File: config.mk
export PLATFORM = sky130hd
export DESIGN_NAME = riscv_str_alu_flat
export DESIGN_NICKNAME = d
export VERILOG_FILES = /design/src/rtl/riscv_str_alu_pkg.sv /design/src/rtl/riscv_str_alu_if.sv /design/src/rtl/riscv_str_alu_byte_op.sv /design/src/rtl/riscv_str_alu.sv /design/src/flat_wrapper.sv
export SDC_FILE = /design/constraint.sdc
export NUM_CORES = 1
export LEC_CHECK = 0
export BUFFER_PORTS_ARGS = -buffer_cell sky130_fd_sc_hd__buf_2
export CAP_MARGIN = 10
export CORE_ASPECT_RATIO = 0.5
export CORE_MARGIN = 2
export CORE_UTILIZATION = 38
export CTS_CLUSTER_SIZE = 12
export DETAILED_ROUTE_END_ITERATION = 8
export HOLD_SLACK_MARGIN = 0.1
export PLACE_DENSITY_LB_ADDON = 0.3
export SYNTH_ARGS = -nofsm -noshare
export SYNTH_HDL_FRONTEND = slang
export SYNTH_SLANG_ARGS = --single-unit
File: constraint.sdc
create_clock -name clk -period 7.42 [get_ports clk]
set_input_delay 0.742 -clock clk [delete_from_list [all_inputs] [get_ports clk]]
set_output_delay 0.742 -clock clk [all_outputs]
set_load 0.01 [all_outputs]
File: src/rtl/riscv_str_alu_pkg.sv
// Shared definitions for the string ALU.
//   riscv_defines      : operator width and codes, leet rule table.
//   riscv_str_alu_pkg  : character-class and per-byte leet helpers.
// No ports; imported by the interface, the sub-module and the top.
package riscv_defines;

  localparam int STR_OP_WIDTH = 3;

  localparam logic [STR_OP_WIDTH-1:0] STR_OP_UPPER  = 3'd0;
  localparam logic [STR_OP_WIDTH-1:0] STR_OP_LOWER  = 3'd1;
  localparam logic [STR_OP_WIDTH-1:0] STR_OP_ROT13  = 3'd2;
  localparam logic [STR_OP_WIDTH-1:0] STR_OP_LEET   = 3'd3;
  localparam logic [STR_OP_WIDTH-1:0] STR_OP_STRLEN = 3'd4;

  typedef struct packed {
    logic [7:0] match_upper;
    logic [7:0] match_lower;
    logic [7:0] repl;
  } leet_rule_t;

  localparam int LEET_NRULES = 4;

  // Applied in table order: e->3, s->5, l->1, o->0.
  localparam leet_rule_t [0:LEET_NRULES-1] LEET_RULES = '{
    '{8'h45, 8'h65, 8'h33},
    '{8'h53, 8'h73, 8'h35},
    '{8'h4C, 8'h6C, 8'h31},
    '{8'h4F, 8'h6F, 8'h30}
  };

endpackage

package riscv_str_alu_pkg;
  import riscv_defines::*;

  function automatic logic is_upper(input logic [7:0] b);
    return (b >= 8'h41) && (b <= 8'h5A);
  endfunction

  function automatic logic is_lower(input logic [7:0] b);
    return (b >= 8'h61) && (b <= 8'h7A);
  endfunction

  // Apply one leet rule to a single character.
  function automatic logic [7:0] leet_byte(input logic [7:0] b, input logic [1:0] idx);
    leet_rule_t r;
    r = LEET_RULES[idx];
    if ((b == r.match_upper) || (b == r.match_lower)) begin
      return r.repl;
    end
    return b;
  endfunction

endpackage

File: src/rtl/riscv_str_alu_if.sv
// EX-stage request/response bundle for the string ALU.
//   master : drives enable_i, operator_i, flush_i, ex_ready_i, operand_i
//   slave  : the ALU; drives result_o, ready_o
interface riscv_str_alu_if #(
  parameter int DATA_WIDTH = 32
);
  logic                                  enable_i;
  logic [riscv_defines::STR_OP_WIDTH-1:0] operator_i;
  logic                                  flush_i;
  logic                                  ex_ready_i;
  logic [DATA_WIDTH-1:0]                 operand_i;
  logic [DATA_WIDTH-1:0]                 result_o;
  logic                                  ready_o;

  modport master (
    output enable_i, operator_i, flush_i, ex_ready_i, operand_i,
    input  result_o, ready_o
  );

  modport slave (
    input  enable_i, operator_i, flush_i, ex_ready_i, operand_i,
    output result_o, ready_o
  );
endinterface

File: src/rtl/riscv_str_alu_byte_op.sv
// Single-character combinational transform for UPPER, LOWER and ROT13.
//   operator_i : operation select (other codes pass the byte through)
//   byte_i     : input character
//   byte_o     : transformed character
module riscv_str_byte_op
  import riscv_defines::*;
  import riscv_str_alu_pkg::*;
(
  input  logic [STR_OP_WIDTH-1:0] operator_i,
  input  logic [7:0]              byte_i,
  output logic [7:0]              byte_o
);

  always_comb begin
    byte_o = byte_i;
    case (operator_i)
      STR_OP_UPPER: begin
        if (is_lower(byte_i)) byte_o = byte_i - 8'h20;
      end
      STR_OP_LOWER: begin
        if (is_upper(byte_i)) byte_o = byte_i + 8'h20;
      end
      STR_OP_ROT13: begin
        // First half of each case range moves up, second half wraps down.
        if (is_upper(byte_i)) begin
          byte_o = (byte_i < 8'h4E) ? byte_i + 8'd13 : byte_i - 8'd13;
        end else if (is_lower(byte_i)) begin
          byte_o = (byte_i < 8'h6E) ? byte_i + 8'd13 : byte_i - 8'd13;
        end
      end
      default: byte_o = byte_i;
    endcase
  end

endmodule

File: src/rtl/riscv_str_alu.sv
// String ALU for the EX stage.
//   clk, rst_n : clock, asynchronous active-low reset
//   bus        : riscv_str_alu_if.slave (request in, result/ready out)
// UPPER, LOWER, ROT13 and STRLEN complete combinationally in the issue
// cycle. LEET runs a small FSM that applies LEET_RULES_PER_CYCLE rules per
// step and then holds the result until the EX stage takes it.
//
//   state | meaning
//   IDLE  | no LEET in flight; single-cycle ops served combinationally
//   STEP  | applying rules to the work register, ready_o low
//   DONE  | LEET result held on result_o until ex_ready_i
module riscv_str_alu
  import riscv_defines::*;
  import riscv_str_alu_pkg::*;
#(
  parameter int DATA_WIDTH           = 32,
  parameter int LEET_RULES_PER_CYCLE = 1
) (
  input  logic            clk,
  input  logic            rst_n,
  riscv_str_alu_if.slave  bus
);

  localparam int NBYTES = DATA_WIDTH / 8;
  localparam int NSTEPS = LEET_NRULES / LEET_RULES_PER_CYCLE;
  localparam int CNT_W  = $clog2(NSTEPS) + 1;
  localparam logic [CNT_W-1:0] LAST_STEP = CNT_W'(NSTEPS - 1);

  typedef enum logic [1:0] {
    IDLE,
    STEP,
    DONE
  } leet_state_e;

  leet_state_e           state_q;
  logic [CNT_W-1:0]      cnt_q;
  logic [DATA_WIDTH-1:0] work_q;
  logic [DATA_WIDTH-1:0] work_step;
  logic [DATA_WIDTH-1:0] byte_res;
  logic [DATA_WIDTH-1:0] strlen_res;
  logic                  leet_start;

  // A flush in the issue cycle suppresses the start.
  assign leet_start = bus.enable_i && (bus.operator_i == STR_OP_LEET) && !bus.flush_i;

  for (genvar g = 0; g < NBYTES; g++) begin : g_byte
    riscv_str_byte_op u_byte_op (
      .operator_i (bus.operator_i),
      .byte_i     (bus.operand_i[8*g +: 8]),
      .byte_o     (byte_res[8*g +: 8])
    );
  end

  // Scan from the top so the lowest zero byte wins.
  always_comb begin
    strlen_res = DATA_WIDTH'(NBYTES);
    for (int b = NBYTES - 1; b >= 0; b--) begin
      if (bus.operand_i[8*b +: 8] == 8'h00) strlen_res = DATA_WIDTH'(b);
    end
  end

  // Rules for step cnt_q are cnt_q*R .. cnt_q*R+R-1 of the table.
  always_comb begin
    work_step = work_q;
    for (int r = 0; r < LEET_RULES_PER_CYCLE; r++) begin
      for (int b = 0; b < NBYTES; b++) begin
        work_step[8*b +: 8] = leet_byte(work_step[8*b +: 8],
                                        2'(int'(cnt_q) * LEET_RULES_PER_CYCLE + r));
      end
    end
  end

  always_ff @(posedge clk or negedge rst_n) begin
    if (!rst_n) begin
      state_q <= IDLE;
      cnt_q   <= '0;
      work_q  <= '0;
    end else if (bus.flush_i) begin
      state_q <= IDLE;
      cnt_q   <= '0;
    end else begin
      case (state_q)
        IDLE: begin
          if (leet_start) begin
            work_q  <= bus.operand_i;
            cnt_q   <= '0;
            state_q <= STEP;
          end
        end
        STEP: begin
          work_q <= work_step;
          if (cnt_q == LAST_STEP) begin
            cnt_q   <= '0;
            state_q <= DONE;
          end else begin
            cnt_q <= cnt_q + 1'b1;
          end
        end
        DONE: begin
          if (bus.ex_ready_i) state_q <= IDLE;
        end
        default: state_q <= IDLE;
      endcase
    end
  end

  // ready_o must drop in the LEET issue cycle itself, so the outputs are a
  // decode of the registered state plus the live request.
  always_comb begin
    bus.ready_o  = 1'b1;
    bus.result_o = '0;
    case (state_q)
      IDLE: begin
        if (leet_start) begin
          bus.ready_o = 1'b0;
        end else if (bus.enable_i) begin
          case (bus.operator_i)
            STR_OP_UPPER,
            STR_OP_LOWER,
            STR_OP_ROT13:  bus.result_o = byte_res;
            STR_OP_STRLEN: bus.result_o = strlen_res;
            default:       bus.result_o = '0;
          endcase
        end
      end
      STEP:    bus.ready_o  = 1'b0;
      DONE:    bus.result_o = work_q;
      default: bus.ready_o  = 1'b1;
    endcase
  end

endmodule

File: src/flat_wrapper.sv
// flat-port wrapper written by rule: the top's interface ports become plain ports
module riscv_str_alu_flat import riscv_defines::*; import riscv_str_alu_pkg::*;
#(
  parameter int DATA_WIDTH           = 32,
  parameter int LEET_RULES_PER_CYCLE = 1
)
  (clk, rst_n, bus_enable_i, bus_operator_i, bus_flush_i, bus_ex_ready_i, bus_operand_i, bus_result_o, bus_ready_o);
  riscv_str_alu_if #(.DATA_WIDTH(DATA_WIDTH)) bus_i ();
  input  logic clk;
  input  logic rst_n;
  input wire logic [$bits(bus_i.enable_i)-1:0] bus_enable_i;
  input wire logic [$bits(bus_i.operator_i)-1:0] bus_operator_i;
  input wire logic [$bits(bus_i.flush_i)-1:0] bus_flush_i;
  input wire logic [$bits(bus_i.ex_ready_i)-1:0] bus_ex_ready_i;
  input wire logic [$bits(bus_i.operand_i)-1:0] bus_operand_i;
  output wire logic [$bits(bus_i.result_o)-1:0] bus_result_o;
  output wire logic [$bits(bus_i.ready_o)-1:0] bus_ready_o;
  assign bus_i.enable_i = bus_enable_i;
  assign bus_i.operator_i = bus_operator_i;
  assign bus_i.flush_i = bus_flush_i;
  assign bus_i.ex_ready_i = bus_ex_ready_i;
  assign bus_i.operand_i = bus_operand_i;
  assign bus_result_o = bus_i.result_o;
  assign bus_ready_o = bus_i.ready_o;
  riscv_str_alu #(.DATA_WIDTH(DATA_WIDTH), .LEET_RULES_PER_CYCLE(LEET_RULES_PER_CYCLE)) u_core (.clk(clk), .rst_n(rst_n), .bus(bus_i));
endmodule
==> impl_metrics.toml, run 1 <==
[status]
outcome = "finished, final reports clean"

[critical_path]
reg2reg_slack_ns = 4.69
crit_start = "bus_operand_i[17]"
cp-endpoint = "bus_result_o[23]"
timing.rr.start = "u_core.cnt_q[1]"
cp_max_fo = 11
crit_type = "input port to primary output"
worstPathRequired_ns = 6.68
startpoint_type = "input port"
crit_arrival_ns = 3.33
r2r-end = "u_core.work_q[14]"
endpoint_kind = "primary output"
r2r_cells = 8

[drt]
wl_met2_um = 7210
top_layer = "met4"
firstDrtPassIters = 5
drc = 0
ant_nets = 0
wl_um = 16300
via_per_inst = 6.16
wl_met1_um = 7610
drtIter0Drc = 723
wl_met3_um = 1270
wl_per_cell_um = 18.6
vias = 5397

[synthesis]
ys_async_sr_fraction = 1.00
yosys_register_bits = 37
synth_fp_nets = 755
syn_avg_cell_area_um2 = 7.05
ys_seq_area_frac = 0.193
postSynthCellCount = 679
ys.flop_type = "dfrtp_1"
synth_edf_count = 0
synth_area_um2 = 4790
synth_warnings = 0
yosysUniqueCellTypes = 67

[clock_tree]
cts.htree.levels = 2
numCtsBuffers = 5
post_cts_buffers = 0
cts.repair.resized = 0
cts_hold_buf = 0
cts_tree = "yes"
cts.sinks = 37
cts_buffer_depth = 2
clock_tree.root_cell = "clkbuf_16"
worst_skew_pair.late_latency_ns = 0.28
clk_pin_slew_ns = 0.06

[floorplanning]
core_area_um2 = 12100
rows = 28
die_w_um = 163
start_util = 0.397
dieArea_um2 = 13600
design.portCount = 73
fp.dieH_um = 83.4

[pwr]
peakVddDrop_v = 0.000103
powerDensity_nw_per_um2 = 150
p_leak_uw = 0.00237

[place]
dp_hpwl_um = 11900
place_area_um2 = 5180
gp_congestion = 0.880
port_buffers = 72

[global_routing]
grt_usage = 0.235
grt_pass1_wl_um = 25800
antenna_found_initial = 0
grt_pass1_vias = 4959
grt_start_max_net_pins = 38
grt_overflow = 0

[worst_hold_path]
worstHoldPathType = "flip-flop to flip-flop"

[flow_run]
maxCapViolations = 0

[timing]
finalMaxSlewViolations = 0
fmax_mhz = 246
setup_viol = 0
min_period_ns = 4.07
setup-tns-final_ns = 0
fin_worst_skew_ns = 0.00660
worst_pin_slew_ns = 1.07
final_hold_viol_count = 0
period_share = 0.548
rsz0062_at_grt = "no"
relSlewSlack = 0.278

[finish]
diodes = 0
areaGrowthSynthToFinish_pct = 11.9
drive_gt1_frac = 0.136
final_nets = 786
final_area_um2 = 5360
fin_util = 0.445
## cell usage in the layout, fill, tap and decap left out, drive strengths merged, types with 4 or more instances in the layout
cell and count:
buf 76, a21oi 70, nand2 69, nor2 64, o21ai 54, inv 37, dfrtp 37, ha 36
nor3 25, nand3 18, a22oi 16, mux2i 13, xor2 12, nand2b 11, a31oi 11, o22ai 10
nand4 10, xnor2 10, or3 9, o211ai 9, o2111ai 8, nor2b 7, a21o 6, and2 6
clkbuf 6, nor3b 5, a311oi 5, o21a 5, a221o 5, nor4 4, or2 4
## cells in the mapped netlist, drive strengths merged, types with 7 or more instances
library cell / count / area (µm²)
a21oi: 70 / 350
nand2: 69 / 259
nor2: 64 / 243
o21ai: 54 / 274
clkbuf: 46 / 173
dfrtp: 37 / 926
inv: 37 / 139
ha: 36 / 450
nor3: 25 / 125
nand3: 18 / 90.1
a22oi: 16 / 120
mux2i: 13 / 130
xor2: 12 / 105
a31oi: 11 / 68.8
nand2b: 11 / 68.8
nand4: 10 / 62.6
o22ai: 10 / 62.6
xnor2: 10 / 87.6
o211ai: 9 / 72.6
or3: 9 / 56.3
o2111ai: 8 / 70.1
nor2b: 7 / 43.8
## worst max-delay path, cell delays in order
cell     delay [ns]
buf_2          0.16
inv_1          0.17
ha_1           0.26
or4b_4         0.50
o21ai_2        0.22
nor3_1         0.20
and3_1         0.25
a311o_1        0.32
a221o_1        0.36
buf_2          0.15
## worst min path at each step
stage / from / endpoint / slack (ns) / cells after the start
6_report: u_core.work_q[29] / u_core.work_q[29] / 0.53 / 2
5_1_grt: u_core.cnt_q[2] / u_core.cnt_q[2] / 0.56 / 1
4_1_cts: u_core.work_q[7] / u_core.work_q[7] / 0.53 / 2
3_5_place_dp: u_core.work_q[7] / u_core.work_q[7] / 0.52 / 2
3_3_place_gp: u_core.work_q[29] / u_core.work_q[29] / 0.51 / 2
2_1_floorplan: rst_n / u_core.cnt_q[0] / 0.45 / 0
## metrics by stage
| stage | power, µW | setup slack (ns) | hold WS [ns] | cells |
|---|---|---|---|---|
| finish | 806 | 3.35 | 0.533 | 876 |
| detailed placement | 550 | 3.38 | 0.517 | 868 |
| floorplan | 470 | 3.87 | 0.446 | 679 |
| global route | 850 | 3.14 | 0.559 | 876 |
| global placement | 544 | 3.45 | 0.506 | 868 |
| CTS | 802 | 3.38 | 0.531 | 876 |
## registers in the layout, summed over array words and instances, names as in the netlist
name            cells
u_core.work_q      32
u_core.cnt_q        3
u_core.state_q      2
## per-layer routing
metal / global-route usage / vias up
li1: - / 2549
met1: 0.338 / 2582
met2: 0.364 / 240
met3: 0.0450 / 26
met4: 0.0467 / 0
met5: 0 / -
## power breakdown
part           switching [µW]  internal [µW]
Sequential               46.6            249
Combinational             159           99.7
Clock                    84.2            168
Total                     290            516
## kinds of logic after synthesis
kind of cell,synth area share
xor+xnor,0.0402
compound gates,0.326
simple gates,0.241
fa+ha+maj,0.0941
flops,0.193
buf+inv,0.0719
mux,0.0342
## cell type report
type	instances	area, µm²
clock buffers	6	139
clock inverters	2	37.5
fillers	1266	6690
inverters	37	139
multi-input cells	553	3520
flip-flops and latches	37	926
well taps	165	206
repair buffers	76	390
No activity file was read; power rests on OpenSTA's default activity.
==> inputs of run 2 (changes only) <==
==> constraint.sdc (replaced) <==
create_clock -name clk -period 3.8 [get_ports clk]
set_input_delay 0.38 -clock clk [delete_from_list [all_inputs] [get_ports clk]]
set_output_delay 0.38 -clock clk [all_outputs]
set_load 0.01 [all_outputs]
==> run 2 against run 1 <==
Effect of this change:
- register-to-register slack worse by 3.6 ns
- cell count is 0.46% higher
- largest cell class unchanged
- combinational power is 95% higher
- highest routed layer unchanged
- die area stayed put
- sequential power is 94% higher
- critical path depth stayed put
- sequential share of layout area is 0.096 points lower
- routed wire length is 0.66% lower
- utilization is 0.25 points higher
==> impl_metrics.toml, run 2 (synthesis results as in run 1) <==
[floorplanning]
start_util = 0.397
rows = 28
design.portCount = 73
fp.dieH_um = 83.4
dieArea_um2 = 13600
die_w_um = 163
core_area_um2 = 12100

[pwr]
p_leak_uw = 0.00239
power_uw = 1570
peakVddDrop_v = 0.000173
powerDensity_nw_per_um2 = 291

[global_routing]
grt_usage = 0.233
met3_usage = 0.0504
grtUsageMet2 = 0.340
use_met1 = 0.340
grt_start_max_net_pins = 38
top_usage_layer = "met1"
grt_overflow = 0
grt_pass1_vias = 4856
grt_pass1_wl_um = 25600
antenna_found_initial = 0

[clock_tree]
clk_pin_slew_ns = 0.06
clock_tree.root_cell = "clkbuf_16"
post_cts_buffers = 0
cts_tree = "yes"
worst_skew_pair.late_latency_ns = 0.28
cts_buffer_depth = 2
cts_hold_buf = 0
cts.sinks = 37
cts.repair.resized = 0
cts.htree.levels = 2
numCtsBuffers = 5

[timing]
min_period_ns = 3.34
relSlewSlack = 0.242
timing.final.ws_setup_ns = 0.462
setup-tns-final_ns = 0
worst_pin_slew_ns = 1.13
rsz0062_at_grt = "no"
setup_viol = 0
fin_worst_skew_ns = 0.00155
period_share = 0.879
final_hold_viol_count = 0
finalMaxSlewViolations = 0
fmax_mhz = 300

[critical_path]
crit_top_cell = "buf_2"
endpoint_kind = "primary output"
cp_top_family = "simple AND/OR/NAND/NOR gates"
cp_max_fo = 11
worstPathRequired_ns = 3.42
cpMaxStageDelayCell = "or4b_4"
crit_type = "input port to primary output"
crit_arrival_ns = 2.96
cp_num_buf_inv = 3
max_stage_delay_ns = 0.50
reg2reg_slack_ns = 1.07
crit_chain = "buf_2 > inv_1 > ha_1 > or4b_4 > o21ai_2 > nor3_1 > and3_1 > a311o_1 > a221o_1 > buf_2"
startpoint_type = "input port"

[finish]
most-common-layout-cells = "buf_2, a21oi_1, nand2_1"
top_regs = "u_core.work_q x32, u_core.cnt_q x3, u_core.state_q x2"
diodes = 0
largest_reg_flops = 32
fin_util = 0.447
areaGrowthSynthToFinish_pct = 12.5
fillers = 1260
top_register = "u_core.work_q"
layout_commonest_cell = "buf_2"
final_nets = 790
final_cells = 880
drive_gt1_frac = 0.141

[place]
placed_cells = 872
dp_hpwl_um = 11700
pre_cts_slack_ns = 0.477
port_buffers = 72
gp_congestion = 0.902

[drt]
firstDrtPassIters = 5
wl_per_cell_um = 18.4
vias = 5382
drc = 0
wl_um = 16200
via_per_inst = 6.12
ant_nets = 0
drtIter0Drc = 553

[flow_run]
maxCapViolations = 0

[status]
outcome = "finished, final reports clean"

[worst_hold_path]
worstHoldPathType = "input port to asynchronous set/reset pin"
==> run 2: changes by cell type in the layout (fill, tap and decap cells not counted) <==
cell and change:
buf_4 +4
==> run 2: layout make-up <==
class,instances,area (µm²),area share
Clock buffer,6,139,0.0258
Tap cell,165,206,0.0383
Inverter,37,139,0.0258
Multi-Input combinational cell,553,3520,0.653
Timing Repair Buffer,80,420,0.0780
Sequential cell,37,926,0.172
Clock inverter,2,37.5,0.00697
==> run 2: through the flow <==
| step | cell area [µm²] | hold slack [ns] |
|---|---|---|
| floorplan | 4790 | 0.0844 |
| global placement | 5210 | 0.494 |
| detailed placement | 5210 | 0.499 |
| CTS | 5390 | 0.250 |
| global route | 5390 | 0.282 |
| finish | 5390 | 0.215 |
==> run 2: path summary, 6_finish.rpt <==
| path | endpoint | start | depth (start not counted) |
|---|---|---|---|
| setup / recovery | bus_result_o[23] | bus_operand_i[17] | 10 |
| hold / removal | u_core.work_q[29] | rst_n | 1 |
| setup reg to reg | u_core.work_q[14] | u_core.cnt_q[1] | 8 |
| hold reg to reg | u_core.work_q[7] | u_core.work_q[7] | 2 |
| max in group asynchronous | u_core.work_q[21] | rst_n | 1 |
| min in group clk | u_core.cnt_q[0] | bus_flush_i | 2 |
==> run 2: power breakdown <==
group / total [µW] / leakage (µW) / switching (µW) / internal (µW)
combinational: 504 / 0.00187 / 308 / 196
sequential: 573 / 0.000443 / 87.4 / 486
clock: 491 / 0.0000831 / 164 / 327
total: 1570 / 0.00239 / 560 / 1010
==> run 2: per-layer routing <==
metal	share of wire	up-vias
met5	0	-
met4	0.020	0
met3	0.088	32
met2	0.42	249
met1	0.47	2551
li1	-	2550
==> run 2: worst register-to-register path: stages, from the launching register on <==
cell	delay, ns
dfrtp_1	0.67
inv_1	0.14
ha_1	0.34
nor3b_1	0.23
a21oi_1	0.07
nor3_1	0.25
nand4_1	0.12
o21ai_1	0.57
o22ai_1	0.19
==> inputs of run 3 (changes only) <==
--- a/config.mk
+++ b/config.mk
@@ -16,4 +16,5 @@
 export PLACE_DENSITY_LB_ADDON = 0.3
 export SYNTH_ARGS = -nofsm -noshare
 export SYNTH_HDL_FRONTEND = slang
+export SYNTH_HIERARCHICAL = 1
 export SYNTH_SLANG_ARGS = --single-unit
==> run 3 against run 2 <==
Effect of this change:
- non-clock buffer count decreased by 2
- global-route usage shrank 2.4 points
- routed wire length down 5.0%
- critical endpoint is now bus_result_o[1]
==> impl_metrics.toml, run 3 <==
[status]
outcome = "finished, final reports clean"

[synthesis]
synth_common_cells = "nor2_1, a21oi_1, nand2_1"
synth_top_area_share = 0.181
synthTopCellsByArea = "dfrtp_1, ha_1, a21oi_1, nor2_1, a22oi_1"
yosys.area.top_type = "dfrtp_1"
synth_fp_nets = 762
synthMostInstantiatedCell = "nor2_1"
yosysUniqueCellTypes = 58
ys_async_sr_fraction = 1.00
synth_warnings = 6
ys_seq_area_frac = 0.181
synth_edf_count = 0
syn_avg_cell_area_um2 = 7.41
ys.flop_type = "dfrtp_1"
yosys_register_bits = 37
synth_area_um2 = 5110
postSynthCellCount = 689

[timing]
period_share = 0.809
setup-tns-final_ns = 0
finalMaxSlewViolations = 0
relSlewSlack = 0.431
min_period_ns = 3.07
setup_viol = 0
fin_worst_skew_ns = 0.00463
final_hold_viol_count = 0
fmax_mhz = 325
rsz0062_at_grt = "no"
worst_pin_slew_ns = 0.853

[place]
place_area_um2 = 5420
dp_hpwl_um = 11200
gp_congestion = 0.916
port_buffers = 72
placed_cells = 888

[clock_tree]
numCtsBuffers = 5
cts.repair.resized = 0
cts_hold_buf = 0
cts_buffer_depth = 2
post_cts_buffers = 0
cts_tree = "yes"
worst_skew_pair.late_latency_ns = 0.28
clk_pin_slew_ns = 0.05
cts.htree.levels = 2
clock_tree.root_cell = "clkbuf_16"
cts.sinks = 37

[pwr]
swShare = 0.354
p_clk_frac = 0.305
power_uw = 1500
internal_power_uw = 971
p_switching_uw = 533
power_frac_seq = 0.376
p_leak_uw = 0.00236
peakVddDrop_v = 0.000146
share_comb_of_total_power = 0.319
powerDensity_nw_per_um2 = 270

[global_routing]
grt_pass1_vias = 4779
grt_start_max_net_pins = 41
grt_overflow = 0
grt_pass1_wl_um = 24900
antenna_found_initial = 0
grt_usage = 0.209

[drt]
wl_um = 15400
drtIter0Drc = 419
ant_nets = 0
drc = 0
wl_per_cell_um = 17.2
via_per_inst = 6.01
firstDrtPassIters = 5
vias = 5376

[finish]
seq_area_um2 = 926
areaGrowthSynthToFinish_pct = 9.19
top_regs = "u_core/work_q x32, u_core/cnt_q x3, u_core/state_q x2"
largest_reg_flops = 32
final_cells = 895
fillers = 1298
multiInputGateArea_um2 = 3670
final_nets = 798
fin_util = 0.433
top_register = "u_core/work_q"
layout_commonest_cell = "buf_2"
most-common-layout-cells = "buf_2, nor2_1, a21oi_1"
final_area_um2 = 5580
drive_gt1_frac = 0.157
diodes = 0

[floorplanning]
start_util = 0.397
dieArea_um2 = 14400
core_area_um2 = 12900
rows = 29
design.portCount = 73
die_w_um = 168
fp.dieH_um = 86.0

[critical_path]
max_stage_delay_ns = 0.37
cpMaxStageDelayCell = "a2bb2oi_1"
startpoint_type = "input port"
endpoint_kind = "primary output"
crit_chain = "buf_2 > inv_1 > ha_1 > nor2_1 > a31o_1 > or2_1 > a2bb2oi_1 > nor2_1 > a221oi_2 > a22oi_1 > a21oi_1 > buf_2"
worstPathRequired_ns = 3.42
cp_max_fo = 13
crit_type = "input port to primary output"
crit_arrival_ns = 2.69

[flow_run]
maxCapViolations = 0

[worst_hold_path]
worstHoldPathType = "input port to asynchronous set/reset pin"
-- run 3: metrics by stage --
step | worst slack, ns | hold WS, ns
3_3_place_gp | 0.821 | 0.474
6_report | 0.727 | 0.215
3_5_place_dp | 0.780 | 0.483
2_1_floorplan | 1.23 | 0.0844
4_1_cts | 0.764 | 0.243
5_1_grt | 0.518 | 0.273
-- run 3: worst max-delay path, delay by kind of cell --
kind            cells  cell delay (ns)
compound gates      5             1.09
simple gates        3             0.52
buf+inv             3             0.51
fa+ha+maj           1             0.19
-- run 3: cells by family after synthesis --
family,Yosys count,synth area share
flops,37,0.181
compound gates,222,0.306
simple gates,253,0.253
mux,21,0.0414
buf+inv,103,0.104
fa+ha+maj,33,0.0808
xor+xnor,20,0.0343
-- run 3: path summary, 6_finish.rpt --
check | from | endpoint | slack [ns] | cells past startpoint
min in group clk | bus_flush_i | u_core/state_q[1] | 0.37 | 2
max in group asynchronous | rst_n | u_core/work_q[12] | 3.05 | 1
min | rst_n | u_core/work_q[17] | 0.22 | 1
min reg2reg | u_core/work_q[5] | u_core/work_q[5] | 0.50 | 1
max reg2reg | u_core/state_q[0] | u_core/work_q[2] | 1.14 | 6
max | bus_operand_i[1] | bus_result_o[1] | 0.73 | 12
-- run 3: final cells by class --
type	instances	area share
Tap cell	170	0.0381
Clock inverter	2	0.00628
Sequential cell	37	0.166
Inverter	54	0.0363
Multi-Input combinational cell	549	0.658
Clock buffer	5	0.0224
Timing Repair Buffer	78	0.0727
-- run 3: power by group through the flow --
stage               sequential (µW)  combinational [µW]  clock, µW
floorplan                       541                 348          0
global placement                569                 466          0
detailed placement              570                 473          0
CTS                             564                 475        463
global route                    578                 538        482
finish                          566                 480        458
-- run 3: metal layers --
metal | vias to the layer above | GRT usage | routed length, µm
li1 | 2576 | - | -
met1 | 2580 | 0.299 | 7380
met2 | 205 | 0.346 | 6970
met3 | 15 | 0.0157 | 860
met4 | 0 | 0.0474 | 180
met5 | - | 0 | 0
